===== src/rtl/seg7_serial_decoder.sv =====
`default_nettype none
// ============================================================================
// Module      : seg7_serial_decoder
// Description : Receive-side partner of the hex-to-7-segment encoder tile.
//               An 8-bit segment pattern arrives LSB first on a bit-banged
//               strobe interface. The pattern is checked against the 16
//               legal glyphs and the letter flag. The recovered nibble is
//               registered, and a saturating 4-bit error count is kept.
//
// Ports (TinyTapeout 8-in / 8-out pad interface)
//   io_in[0]    clk       sole clock, rising edge
//   io_in[1]    rst       synchronous, active-high reset
//   io_in[2]    sdata     serial pattern bit
//   io_in[3]    sstb      bit strobe; its rising edge shifts in sdata
//   io_in[4]    frame     high while a frame is in progress
//   io_in[5]    show_cnt  io_out[3:0] shows 0 = nibble, 1 = error count
//   io_in[7:6]  unused
//   io_out[3:0] decoded nibble or error count
//   io_out[4]   done      a frame was decoded; cleared by the next first bit
//   io_out[5]   err       the last decoded frame was illegal
//   io_out[6]   busy      1..7 bits of the current frame received
//   io_out[7]   letter    bit 7 of the last decoded frame
//
// Build option
//   SEG7_RX_SYNC2_EN : when defined, io_in[4:2] pass through two flops
//                      (asynchronous drivers). When it is not defined, they
//                      pass through one flop, and the driver must be
//                      synchronous to clk.
//
// Revision    : 1.0 - initial release
// ============================================================================

module seg7_serial_decoder (
    input  logic [7:0] io_in,
    output logic [7:0] io_out
);

`ifdef SEG7_RX_SYNC2_EN
    localparam int unsigned C_SYNC_STAGES = 2;
`else
    localparam int unsigned C_SYNC_STAGES = 1;
`endif

    // ------------------------------------------------------------------
    // Pad unpacking
    // ------------------------------------------------------------------
    logic clk;
    logic rst;
    logic w_show_cnt;
    logic w_unused_pads;

    assign clk           = io_in[0];
    assign rst           = io_in[1];
    assign w_show_cnt    = io_in[5];
    assign w_unused_pads = ^io_in[7:6];

    // ------------------------------------------------------------------
    // Input conditioning
    // w_*_pre is the value loaded into the final sync stage on each edge.
    // w_pre_valid is high once that value reflects the pad rather than
    // reset contents.
    // ------------------------------------------------------------------
    logic w_sdata_pre;
    logic w_sstb_pre;
    logic w_frame_pre;
    logic w_pre_valid;

    generate
        if (C_SYNC_STAGES == 2) begin : g_sync2
            logic r_sdata_m;
            logic r_sstb_m;
            logic r_frame_m;
            logic r_pre_valid;

            always_ff @(posedge clk) begin
                if (rst) begin
                    r_sdata_m   <= 1'b0;
                    r_sstb_m    <= 1'b0;
                    r_frame_m   <= 1'b0;
                    r_pre_valid <= 1'b0;
                end else begin
                    r_sdata_m   <= io_in[2];
                    r_sstb_m    <= io_in[3];
                    r_frame_m   <= io_in[4];
                    r_pre_valid <= 1'b1;
                end
            end

            assign w_sdata_pre = r_sdata_m;
            assign w_sstb_pre  = r_sstb_m;
            assign w_frame_pre = r_frame_m;
            assign w_pre_valid = r_pre_valid;
        end else begin : g_sync1
            assign w_sdata_pre = io_in[2];
            assign w_sstb_pre  = io_in[3];
            assign w_frame_pre = io_in[4];
            assign w_pre_valid = 1'b1;
        end
    endgenerate

    logic r_sdata_s;
    logic r_sstb_s;
    logic r_frame_s;
    logic r_sstb_d;
    // r_armed is set once a genuine low level of sstb has been seen after
    // reset. Without it, the zeroed edge flop would turn a strobe held high
    // through reset into a phantom rising edge.
    logic r_armed;
    logic w_rise;

    assign w_rise = r_sstb_s & ~r_sstb_d & r_armed;

    // ------------------------------------------------------------------
    // Receive and decode state
    // ------------------------------------------------------------------
    logic [7:0] r_shreg;
    logic [2:0] r_bitcnt;   // bits received modulo 8
    logic       r_full;     // all 8 bits are in; holds until frame_s drops
    logic       r_dec_pend; // the 8th bit landed on the previous edge
    logic [3:0] r_nibble;
    logic       r_letter;
    logic       r_done;
    logic       r_err;
    logic [3:0] r_err_cnt;

    logic       w_shift;
    logic       w_busy;

    assign w_shift = w_rise & r_frame_s & ~r_full;
    assign w_busy  = (r_bitcnt != 3'd0) & ~r_full;

    // ------------------------------------------------------------------
    // Glyph lookup: combinational from the shift register, registered only
    // by the decode edge.
    // ------------------------------------------------------------------
    logic       w_match;
    logic [3:0] w_index;
    logic       w_letter_ok;
    logic       w_bad;

    always_comb begin
        w_match = 1'b1;
        w_index = 4'h0;
        case (r_shreg[6:0])
            7'h3F:   w_index = 4'h0;
            7'h06:   w_index = 4'h1;
            7'h5B:   w_index = 4'h2;
            7'h4F:   w_index = 4'h3;
            7'h66:   w_index = 4'h4;
            7'h6D:   w_index = 4'h5;
            7'h7D:   w_index = 4'h6;
            7'h07:   w_index = 4'h7;
            7'h7F:   w_index = 4'h8;
            7'h6F:   w_index = 4'h9;
            7'h77:   w_index = 4'hA;
            7'h7C:   w_index = 4'hB;
            7'h39:   w_index = 4'hC;
            7'h5E:   w_index = 4'hD;
            7'h79:   w_index = 4'hE;
            7'h71:   w_index = 4'hF;
            default: w_match = 1'b0;
        endcase
    end

    assign w_letter_ok = (r_shreg[7] == (w_index >= 4'hA));
    assign w_bad       = ~w_match | ~w_letter_ok;

    // ------------------------------------------------------------------
    // Sequential logic
    // ------------------------------------------------------------------
    always_ff @(posedge clk) begin
        if (rst) begin
            r_sdata_s  <= 1'b0;
            r_sstb_s   <= 1'b0;
            r_frame_s  <= 1'b0;
            r_sstb_d   <= 1'b0;
            r_armed    <= 1'b0;
            r_shreg    <= 8'h00;
            r_bitcnt   <= 3'd0;
            r_full     <= 1'b0;
            r_dec_pend <= 1'b0;
            r_nibble   <= 4'h0;
            r_letter   <= 1'b0;
            r_done     <= 1'b0;
            r_err      <= 1'b0;
            r_err_cnt  <= 4'h0;
        end else begin
            r_sdata_s <= w_sdata_pre;
            r_sstb_s  <= w_sstb_pre;
            r_frame_s <= w_frame_pre;
            r_sstb_d  <= r_sstb_s;
            // Arming happens on the same edge that the low level reaches
            // r_sstb_s, so it can never create a rise of its own.
            r_armed   <= r_armed | (~w_sstb_pre & w_pre_valid);

            // The frame gate wins over a simultaneous strobe rise.
            if (!r_frame_s) begin
                r_bitcnt <= 3'd0;
                r_full   <= 1'b0;
            end else if (w_shift) begin
                r_shreg  <= {r_sdata_s, r_shreg[7:1]};
                r_bitcnt <= r_bitcnt + 3'd1;
                if (r_bitcnt == 3'd7) begin
                    r_full <= 1'b1;
                end
                if (r_bitcnt == 3'd0 && !r_full) begin
                    r_done <= 1'b0;
                    r_err  <= 1'b0;
                end
            end

            r_dec_pend <= w_shift & (r_bitcnt == 3'd7);

            // A full frame is decoded even if frame_s has already dropped.
            // Only partial frames are discarded.
            if (r_dec_pend) begin
                r_done <= 1'b1;
                r_err  <= w_bad;
                if (w_match) begin
                    r_nibble <= w_index;
                    r_letter <= r_shreg[7];
                end
                if (w_bad && r_err_cnt != 4'hF) begin
                    r_err_cnt <= r_err_cnt + 4'd1;
                end
            end
        end
    end

    // ------------------------------------------------------------------
    // Output packing. show_cnt only steers a display mux, so it is used
    // unregistered.
    // ------------------------------------------------------------------
    assign io_out = {r_letter, w_busy, r_err, r_done,
                     (w_show_cnt ? r_err_cnt : r_nibble)};

endmodule

`default_nettype wire


===== config.mk =====
export PLATFORM = sky130hd
export DESIGN_NAME = seg7_serial_decoder
export DESIGN_NICKNAME = d
export VERILOG_FILES = /design/src/rtl/seg7_serial_decoder.sv
export SDC_FILE = /design/constraint.sdc
export NUM_CORES = 1
export LEC_CHECK = 0
export ABC_CLOCK_PERIOD_IN_PS = 1900
export CAP_MARGIN = 40
export CORE_UTILIZATION = 50
export CTS_CLUSTER_DIAMETER = 150
export DETAILED_ROUTE_END_ITERATION = 10
export PLACE_DENSITY = 0.75
export SLEW_MARGIN = 20
export SYNTH_ARGS = -nofsm -noshare
export SYNTH_HDL_FRONTEND = slang
export SYNTH_SLANG_ARGS = --single-unit

===== constraint.sdc =====
create_clock -name io_in -period 1.9 [get_ports io_in]
set_input_delay 0.285 -clock io_in [delete_from_list [all_inputs] [get_ports io_in]]
set_output_delay 0.285 -clock io_in [all_outputs]
set_load 0.02 [all_outputs]

# [Yosys cells after proc, flatten, opt, wreduce, memory -nomap -nowiden]
# Cells that the tools add are included.
[totals] elab_cells=73 output_inout_bits=8 regBits=29 inputBits=8
[op_classes] add_sub_neg=2 n_eq_ne=19 mux=8 n_bitwise=14 order_cmp=1 reduce_logical=15
[op_table] operator="equality test 7 bit (second input constant)" n=12
[op_table] operator="case mux 4 bit (15 select lines)" n=1
[op_table] operator="OR reduction 16 bit" n=1
[op_table] operator="equality test 7 x 3 -> 1 bit (second input constant)" n=2
[op_table] operator="equality test 7 x 6 -> 1 bit (second input constant)" n=2
[op_table] operator="AND reduction 2 bit" n=4
[op_table] operator="bitwise AND 1 bit" n=6
[op_table] operator="2-to-1 mux 1 bit" n=6
[op_table] operator="NOT 1 bit" n=6
[op_table] operator="nonzero test 2 bit" n=3
[op_table] operator="adder 4 x 1 -> 4 bit (second input constant)" n=1
[op_table] operator="greater-or-equal comparator 4 bit (second input constant)" n=1
[op_table] operator="2-to-1 mux 4 bit" n=1
[op_table] operator="!= test 4 bit (second input constant)" n=1
[op_table] operator="adder 3 x 1 -> 3 bit (second input constant)" n=1
[op_table] operator="equality test 3 bit (second input constant)" n=1
[op_table] operator="logical NOT 3 bit" n=1
[op_table] operator="AND reduction 3 bit" n=1
[op_table] operator="nonzero test 3 bit" n=1
[op_table] operator="logical AND 1 bit" n=2
[op_table] operator="OR 1 bit" n=2
[op_table] operator="OR reduction 2 bit" n=1
[op_table] operator="equality test 1 bit" n=1
[op_table] operator="logical NOT 1 bit" n=1

# [Logic depth before layout (Yosys ltp)]
# Gate-level depths: netlist of run 1.
[depth] word_depth=8 mapped_depth=8 depth_no_buf=7

# [Least setup slack after synthesis of run 1]
# No wires, ideal clock.
[synth_path] path_type="register to register" start="register r_shreg[5]" end="register r_err_cnt[2]" stages_incl_launch_ff=9 required_time_ns=1.769 period_less_slack_ns=1.891 slack_ns=0.009 t_arrival_ns=1.760 setup_time_ns=0.131 n_path_buf=1 path_cell_list="dfxtp_1 > buf_2 > nand2b_1 > o32ai_4 > a31oi_1 > a311o_1 > nand4_4 > and4b_1 > nor3_2"
[synth_via] elab_chain_cells=8 word_cells_on_any_way=26 classes_between="order compare: 1; eq/ne: 17; mux: 2; bitwise: 3; reduce/logical: 3"
[synth_rtl] item="from (decl)" line="116" rtl="logic [7:0] r_shreg;"
[synth_rtl] item="from (signal assigned)" line="201" rtl="r_shreg <= {r_sdata_s, r_shreg[7:1]};"
[synth_rtl] item="equality test 7 bit, or another cell as far along" line="144" rtl="case (r_shreg[6:0])"
[synth_rtl] item="case mux 4 bit (15 select lines)" line="144"
[synth_rtl] item="greater-or-equal comparator 4 bit" line="165" rtl="assign w_letter_ok = (r_shreg[7] == (w_index >= 4'hA));"
[synth_rtl] item="equality test 1 bit" line="165"
[synth_rtl] item="NOT 1 bit" line="166" rtl="assign w_bad = ~w_match | ~w_letter_ok;"
[synth_rtl] item="OR 1 bit (*)" line="166"
[synth_rtl] item="logical AND 1 bit (*)" line="223" rtl="if (w_bad && r_err_cnt != 4'hF) begin"
[synth_rtl] item="AND reduction 2 bit (no line) (*)"
[synth_rtl] item="to (signal assigned)" line="224" rtl="r_err_cnt <= r_err_cnt + 4'd1;"
[synth_rtl] item="to (decl)" line="124" rtl="logic [3:0] r_err_cnt;"
# Mark *: on every way between the ends. The rest lies on a longest branch, timed or not.
# A chain may end at the register's enable or synchronous reset.

# [Final worst setup path of run 1]
[layout_path] start="register r_shreg[2]" end="register r_err_cnt[3]"
# Same word-level chain as after synthesis.

==> run summary, run 1 <==
The worst max-slew margin expressed relative to the limit came out at 0.761. The number of antenna violations at the first check in global routing came out at 0. Slowest stage cell on the critical path: sky130_fd_sc_hd__or3b_4.

The time the worst path needs with I/O delays and setup is 2.00 ns. The portion of the clock cycle consumed by the worst path in the final layout is 1.05, and the die boundary width is 59.5 um. TritonCTS built the clock tree. The setup violation total in the final timing report came out at 15. The top cell type's share of synthesized area is 0.352. Counting cells, the worst reg-to-reg path comes to 7. The cell count after synthesis is 182. Entering global routing, the biggest net connects 17 pins.

The number of nets in the synthesized netlist is 194. In this run the power spent charging and discharging nets is 0.963 mW. STA classifies the critical path startpoint as a flop. The flow ran to the end, but the final reports show violations. OpenSTA, run right after detailed placement, puts the worst setup slack at -0.211 ns. Timing would allow up to 0.500 GHz. The worst register-to-register path begins at r_shreg[2]$_SDFFE_PP0P_. Power density normalized to cell area: 1150 nW/um^2.

The tools report the final critical-path setup slack as -0.100 ns. The number of different library cells used by synthesis comes to 51. The timing endpoint of the critical path was r_err_cnt[3]$_SDFFE_PP0P_.

The worst register-to-register path ends at r_err_cnt[3]$_SDFFE_PP0P_. Sorting the synthesized cells by area gives the leading types as sky130_fd_sc_hd__dfxtp_1 (35%), sky130_fd_sc_hd__mux2i_1 (6.7%), sky130_fd_sc_hd__nor2_1 (5.5%), sky130_fd_sc_hd__a21oi_1 (3.0%), sky130_fd_sc_hd__ha_1 (3.0%). The tools report the global routing usage summed across all routing layers as 0.317.

The tools report the via count of the first global-routing pass as 1807. The dominant delay contributor by cell family on the critical path was simple AND/OR/NAND/NOR gates. The sum of negative setup slack came out at -0.451 ns. VDD sags by at most 1.07 mV.

The slew at the pin with the worst max-slew slack was 0.358 ns; the wire length of the first global-routing pass was 7.18 mm. In this run the tool buffered the top-level ports with 8 buffer cells. The sequential group share of total power was 0.264.

The hold violation total from the final report is 3. Counting both buffers and inverters, the worst setup path holds a total of 0. Traced cell by cell, the critical path runs through or3b_4 > o32ai_4 > a31oi_2 > a311o_1 > nand4_4 > and4b_1 > nor3_2. Along the worst path, the maximum fanout reaches 8.

STA puts the critical path data arrival time at 2.24 ns. The routed layout has 1524 vias. In the final routed layout, each cell accounts on average for 16.0 um. The final number of max-transition violations is 0. The cell depth of the worst setup path was 7. The worst setup path is of the reg -> reg kind. The initial core utilization was 0.532; the fraction of power consumed by the clock network was 0.736.

On the worst path, the slowest cell contributes a delay of 0.43 ns. The type of the worst min-delay path was clk -> reg. The number of antenna diodes in the final layout is 0. For this run, the number of Yosys warnings is 0. STA classifies the critical path endpoint as a flop. By instance count, the leading cell after synthesis is sky130_fd_sc_hd__dfxtp_1.

The sequential cell area fraction in the yosys report was 0.352; the total core area was 3100 um^2. The number of enable-type register cells in the synthesized netlist is 0, and the flop-to-flop setup slack is -0.10 ns. In this run, synthesis produced a sequential element count of 29. The clock-pin slew of the registers on the worst-case setup and hold paths was 0.10 ns. Of all cell types, the one taking the most synthesized area is sky130_fd_sc_hd__dfxtp_1. The combinational fraction of design power was 0. The prevailing post-synth register cell is sky130_fd_sc_hd__dfxtp_1.

The tools report the total standard cell area after synthesis as 1650 um^2. Hold repair after CTS inserted 0 buffers. The average instance in the mapped netlist occupies 9.07 um^2. Counting instances in the post-synthesis netlist gives the leading cell types as sky130_fd_sc_hd__dfxtp_1 (29), sky130_fd_sc_hd__nor2_1 (24), sky130_fd_sc_hd__mux2i_1 (11), sky130_fd_sc_hd__a21oi_1 (10), sky130_fd_sc_hd__nand3_1 (8). Routability-driven placement finished with a final weighted congestion of 0.871.

Half-perimeter wire length after detailed placement: 2.70 mm. The final reports fail on hold timing, setup timing. Fraction of final layout cells sized beyond drive strength 1: 0.402. The net count of the finished layout is 238.

The logs give 0.715 for the share of the core filled with cells in the final layout and 0 for the DRC violations left. The die span in y is 59.5 um. The switching power as a share of total power is 0.378, and the leakage dissipation is 0.872 nW.

For the max-capacitance violation count, the log shows 0. The run gives 20 as the number of rows created at floorplan. For the clock insertion delay at the later pin of the skew report, the log shows 0.34 ns. Fraction of registers with async set or reset after synthesis: 0. After the first detailed-routing iteration, the DRC count stood at 97.

Total I/O pin count: 16. The critical path startpoint is r_shreg[2]$_SDFFE_PP0P_. The routed design has 4.38 mm of wire. Post-detailed-route via-to-cell ratio: 5.58. The pre-antenna-repair detailed-routing pass consisted of 4 iterations. Final hold slack: -0.207 ns.

The tools report the antenna violation net count after detailed routing as 0. The final global-route overflow total was 0; the area of the die was 3530 um^2. The data required time at the worst endpoint is 2.14 ns.

Setup repair after global routing could not meet its margin everywhere. Between clock sinks in the finished design, the worst skew comes to 0.0111 ns. Relative area change from synthesis to final layout: 34.5%.

For the design internal power, the log shows 1.59 mW.
==> sequential cells by signal (all words and copies together), names as in the netlist, 3 cells and up <==
name       count
r_nibble       4
r_bitcnt       3
r_shreg        8
r_err_cnt      4
==> power by group through the flow <==
stage          Sequential (mW)  Clock, mW  Combinational [mW]
4_1_cts                  0.676       1.86         0.000000411
6_report                 0.673       1.88         0.000000416
5_1_grt                  0.673       2.09         0.000000416
2_1_floorplan            0.700      0.669         0.000000272
3_5_place_dp             0.700      0.678         0.000000380
3_3_place_gp             0.700      0.678         0.000000380
==> per-layer routing <==
| metal | vias to the layer above | GRT usage | wire (um) |
|---|---|---|---|
| li1 | 737 | - | - |
| met1 | 710 | 0.264 | 1730 |
| met2 | 55 | 0.403 | 2230 |
| met3 | 22 | 0.271 | 273 |
| met4 | 0 | 0.405 | 143 |
| met5 | - | 0 | 0 |
==> cell type report <==
type / instances / area, um^2
clock inverter: 4 / 21.3
inverter: 6 / 22.5
fill: 243 / 883
clock buffer: 22 / 189
sequential: 29 / 599
multi-input combinational: 132 / 1030
tap: 44 / 55.1
timing repair buffer: 36 / 307
==> kinds of logic (layout without fill, tap and decap cells) <==
logic type	after synthesis	after routing	share of synthesized area
multiplexers	15	15	0.0940
adder cells (fa/ha/maj)	4	4	0.0303
AND/OR/NAND/NOR	78	78	0.287
buffers and inverters	21	68	0.0682
flip-flops	29	29	0.352
AO/OA/AOI/OAI	32	32	0.153
XOR/XNOR	3	3	0.0159
==> through the flow <==
| step | instances | instance area [um^2] | total power, mW |
|---|---|---|---|
| after floorplan | 182 | 1650 | 1.37 |
| after global placement | 248 | 1930 | 1.38 |
| after detailed placement | 248 | 1930 | 1.38 |
| after CTS | 273 | 2180 | 2.54 |
| after global routing | 273 | 2220 | 2.76 |
| final | 273 | 2220 | 2.55 |
==> worst min path at each step <==
| stage | start | endpoint | cells after the start | slack [ns] |
|---|---|---|---|---|
| 2_1_floorplan | io_in[3] | r_armed$_SDFF_PP0_ | 1 | 0.1 |
| 3_3_place_gp | io_in[1] | r_armed$_SDFF_PP0_ | 1 | 0.07 |
| 3_5_place_dp | io_in[1] | r_armed$_SDFF_PP0_ | 1 | 0.07 |
| 4_1_cts | io_in[2] | r_sdata_s$_SDFF_PP0_ | 1 | -0.21 |
| 5_1_grt | io_in[4] | r_frame_s$_SDFF_PP0_ | 1 | -0.22 |
| 6_report | io_in[2] | r_sdata_s$_SDFF_PP0_ | 1 | -0.21 |
==> timing repair <==
item | 4_1_cts | 5_1_grt
resized for setup | 49 | 12
endpoints found under the hold margin | 0 | 0
cloned | 0 | 0
setup buffers | 3 | 0
pin swaps | 13 | 4
setup endpoints to repair | 26 | 27
==> cells in the final DEF, fill, tap and decap left out, types with 4 or more instances in the layout <==
cell | synthesis | layout
sky130_fd_sc_hd__nor2_1 | 24 | 24
sky130_fd_sc_hd__nand3_1 | 8 | 7
sky130_fd_sc_hd__nand2b_1 | 7 | 7
sky130_fd_sc_hd__nor2b_1 | 7 | 7
sky130_fd_sc_hd__a21oi_1 | 10 | 8
sky130_fd_sc_hd__buf_4 | 5 | 27
sky130_fd_sc_hd__ha_1 | 4 | 4
sky130_fd_sc_hd__dfxtp_1 | 29 | 22
sky130_fd_sc_hd__inv_1 | 6 | 6
sky130_fd_sc_hd__clkbuf_4 | 0 | 14
sky130_fd_sc_hd__dfxtp_4 | 0 | 4
sky130_fd_sc_hd__mux2i_1 | 11 | 11
sky130_fd_sc_hd__buf_6 | 1 | 8
(Power assumes the default switching activity.)
==> run 2: changes to the inputs <==
--- a/config.mk
+++ b/config.mk
@@ -11,7 +11,6 @@
 export CTS_CLUSTER_DIAMETER = 150
 export DETAILED_ROUTE_END_ITERATION = 10
 export PLACE_DENSITY = 0.75
-export SLEW_MARGIN = 20
 export SYNTH_ARGS = -nofsm -noshare
 export SYNTH_HDL_FRONTEND = slang
 export SYNTH_SLANG_ARGS = --single-unit
==> results of run 2 <==
Same layout as run 1: the final DEF is identical, and so are final timing and power.
==> run 3: changes to the inputs <==
--- a/config.mk
+++ b/config.mk
@@ -10,7 +10,7 @@
 export CORE_UTILIZATION = 50
 export CTS_CLUSTER_DIAMETER = 150
 export DETAILED_ROUTE_END_ITERATION = 10
-export PLACE_DENSITY = 0.75
+export PLACE_DENSITY = 0.77
 export SYNTH_ARGS = -nofsm -noshare
 export SYNTH_HDL_FRONTEND = slang
 export SYNTH_SLANG_ARGS = --single-unit
==> run summary, run 3 (same netlist as run 1, synthesis figures left out) <==
The flow ran to the end, but the final reports show violations. The checks that failed: hold timing, setup timing. The tools report the setup violation total in the final timing report as 20 (+5).

The worst setup path is captured at a flop. The clock tree skew after final layout was 0.00608 ns (-0.00505 ns); the power density normalized to cell area was 1090 nW/um^2 (-5.0%). The sum of buffers and inverters on the critical path works out to 2 (+2).

The run gives 280 (+2.6%) as the filler-free cell count of the finished design. Among all stages on the critical path, the largest delay is contributed by sky130_fd_sc_hd__dfxtp_4. Cell depth of the worst min-delay path: 1 (unchanged). The critical path goes through buf_6 > nor3b_4 > a32o_2 > a211oi_4 > buf_4 > nand3_4 > o21ai_4 > mux2i_1 > nor2_1. The multi-input gate area in the final layout is 1100 um^2 (+7.4%), and the depth of the most critical reg-to-reg path is 9 (+2). For the hold violation total from the final report, the log shows 2 (-1).

The run gives 7.86 mm (+9.5%) as the wire length of the first global-routing pass. The design internal power came out at 1.68 mW (+5.5%). For the number of antenna violations at the first check in global routing, the log shows 0 (unchanged). Sequential group share of total power: 0.254 (-0.010). The worst setup path is launched from a flop.

The number of DRC markers in iteration 0 came out at 178 (+84%). In the layout the commonest cells are sky130_fd_sc_hd__buf_4 (30), sky130_fd_sc_hd__nor2_1 (23), sky130_fd_sc_hd__dfxtp_1 (22). For the area of the die, the log shows 3530 um^2 (unchanged). The die span in y was 59.5 um (unchanged). The run gives -0.180 ns (+0.0273 ns) as the final hold slack. Most common cell after layout, fill and taps aside: sky130_fd_sc_hd__buf_4. Flop-to-flop setup slack: -0.14 ns (-0.04 ns).

The worst register-to-register path begins at r_shreg[1]$_SDFFE_PP0P_. The largest registers in the layout are r_shreg x8, r_err_cnt x4, r_nibble x4. The switching power as a share of total power works out to 0.363 (-0.0146). The worst max-slew margin expressed relative to the limit was 0.758 (-0.00272); the slew at the pin with the worst max-slew slack was 0.363 ns (+0.00540 ns). The worst setup slack before clock tree synthesis was -0.185 ns (+0.0268 ns). The die boundary width is 59.5 um (unchanged). The largest incremental delay on the critical path is 0.38 ns (-0.05 ns), and the post-layout total power is 2.63 mW (+3.1%).

The number of port buffers works out to 8 (unchanged). The critical path is of the reg -> reg type. The antenna violation net count after detailed routing was 0 (unchanged). The clock-pin slew of the registers on the worst-case setup and hold paths was 0.10 ns (about the same). The initial core utilization was 0.532 (unchanged).

The switching power is 0.955 mW (-0.88%). The tools report the worst hold path startpoint as io_in[2]. The fraction of final layout cells sized beyond drive strength 1 was 0.449 (+0.0474).

The endpoint identified for the worst register-to-register timing path is r_letter$_SDFFE_PP0P_. The instance area at placement is 1930 um^2 (+0.39%). The register containing the most flip-flops in the final layout is r_shreg. The logs give 0 (unchanged) for the final number of max-transition violations and 2.11 ns (-0.03 ns) for the data required time at the worst endpoint. The number of rows created at floorplan came out at 20 (unchanged). TritonCTS built the clock tree. Worst IR drop on VDD: 0.863 mV (-19%). The share of the core filled with cells in the final layout was 0.776 (+0.0609). The DRC violations left came out at 0 (unchanged).

The combinational fraction of design power came out at 0 (unchanged). The leakage dissipation is 0.953 nW (+9.3%). Number of antenna diodes: 0 (unchanged). The total core area is 3100 um^2 (unchanged). The final global-route overflow total was 0 (unchanged).

The max-capacitance violation count is 0 (unchanged), and the timing-limited maximum frequency is 0.491 GHz (-1.8%). From synthesis to final layout, the design area changed by 45.9%. The tools report the final layout net count as 246 (+3.4%).

The clock insertion delay at the later pin of the skew report came out at 0.32 ns (-0.02 ns). The wire length per cell was 17.7 um (+11%); the global routing usage summed across all routing layers was 0.291 (-0.0260). For the number of fillers in the final layout, the log shows 220 (-9.5%).

The detailed-routing iteration count for the pre-antenna-repair pass came out at 6 (+2). The final non-filler cell area is 2410 um^2 (+8.5%). The area taken by flip-flops and latches is 607 um^2 (+1.3%). In this design, the largest share of critical-path delay is due to compound AO/OA/AOI/OAI gates. Worst hold path endpoint: r_sdata_s$_SDFF_PP0_. The run gives 1923 (+6.4%) as the via count of the first global-routing pass. The post-detailed-route via-to-cell ratio was 5.86 (+5.0%).

The logs give 0.746 (+0.010) for the fraction of power consumed by the clock network and 4.97 mm (+14%) for the detailed-route wire length. The number of cells after detailed placement came out at 249 (+0.40%). The min-delay analysis places its worst path in the category clk -> reg.

Setup repair after global routing could not meet its margin everywhere. The via count was 1641 (+7.7%). The final critical-path setup slack was -0.136 ns (-0.0362 ns). The run gives 2.71 mm (+0.57%) as the half-perimeter wire length after detailed placement.

The flip-flop count of the largest register after layout is 8 (unchanged). The tools report the global placement routability congestion as 0.910 (+4.5%). The largest net degree at the start of global routing is 17 (unchanged), and the maximum fanout along the worst path is 6 (-2). The total I/O pin count was 16 (unchanged); the time the worst path needs with I/O delays and setup was 2.04 ns (+0.0362 ns). The portion of the clock cycle consumed by the worst path in the final layout was 1.07 (+0.0191); the data arrival at the endpoint of the critical path was 2.25 ns (about the same). Hold buffer count at CTS: 0 (unchanged).
run 3: changes by cell type in the layout (fill, tap and decap cells not counted), moves of 2 or more:
cell                      before  now
sky130_fd_sc_hd__buf_6         8   14
sky130_fd_sc_hd__buf_8         2    0
sky130_fd_sc_hd__buf_4        27   30
sky130_fd_sc_hd__dfxtp_2       3    0
sky130_fd_sc_hd__a31oi_4       0    2
sky130_fd_sc_hd__dfxtp_4       4    7
run 3: repair_timing:
item	4_1_cts	5_1_grt
endpoints found under the setup margin	26	27
cloned	0	1
gates resized for setup	50	32
pin swaps	13	14
buffers inserted	3	6
run 3: routing by layer:
metal | GRT usage | wire length [um]
met5 | 0.0159 | 0
met2 | 0.424 | 2450
met3 | 0.155 | 303
met4 | 0.293 | 316
met1 | 0.285 | 1900
run 3: worst reg2reg max path, cell delays in order (launching register included):
cell	delay, ns
sky130_fd_sc_hd__dfxtp_4	0.38
sky130_fd_sc_hd__buf_6	0.14
sky130_fd_sc_hd__nor3b_4	0.15
sky130_fd_sc_hd__a32o_2	0.25
sky130_fd_sc_hd__a211oi_4	0.26
sky130_fd_sc_hd__buf_4	0.16
sky130_fd_sc_hd__nand3_4	0.08
sky130_fd_sc_hd__o21ai_4	0.23
sky130_fd_sc_hd__mux2i_1	0.22
sky130_fd_sc_hd__nor2_1	0.06
run 3: worst max-delay path by stage:
| stage | cells after the start | endpoint | slack (ns) | from |
|---|---|---|---|---|
| after floorplan | 8 | r_err_cnt[2]$_SDFFE_PP0P_ | 0.009 | r_shreg[5]$_SDFFE_PP0P_ |
| after global placement | 2 | io_out[0] | -0.11 | io_in[5] |
| after detailed placement | 9 | r_err$_SDFFE_PP0P_ | -0.18 | r_shreg[1]$_SDFFE_PP0P_ |
| after CTS | 7 | r_err_cnt[2]$_SDFFE_PP0P_ | -0.09 | r_shreg[2]$_SDFFE_PP0P_ |
| after global routing | 9 | r_letter$_SDFFE_PP0P_ | -0.19 | r_shreg[1]$_SDFFE_PP0P_ |
| final | 9 | r_letter$_SDFFE_PP0P_ | -0.14 | r_shreg[1]$_SDFFE_PP0P_ |
run 3: through the flow:
stage                     hold slack, ns  TNS (ns)
final                             -0.180    -0.788
after global routing              -0.181     -1.38
after CTS                         -0.181    -0.378
after detailed placement          0.0691     -1.37
after global placement            0.0691    -0.746
after floorplan                   0.0959         0
run 3: final cells by class:
cell class	instances	share of cell area
clock inverter	3	0.0161
clock buffer	22	0.0764
multi-input combinational	132	0.458
timing repair buffer	44	0.166
sequential	29	0.252
tap	44	0.0229
inverter	6	0.00935
run 3: power groups by stage:
| stage | clock network (mW) | registers [mW] | logic [mW] |
|---|---|---|---|
| 3_3_place_gp | 0.678 | 0.700 | 0.000000385 |
| 6_report | 1.96 | 0.668 | 0.000000490 |
| 5_1_grt | 2.16 | 0.668 | 0.000000490 |
| 2_1_floorplan | 0.669 | 0.700 | 0.000000272 |
| 4_1_cts | 1.95 | 0.674 | 0.000000422 |
| 3_5_place_dp | 0.678 | 0.700 | 0.000000385 |
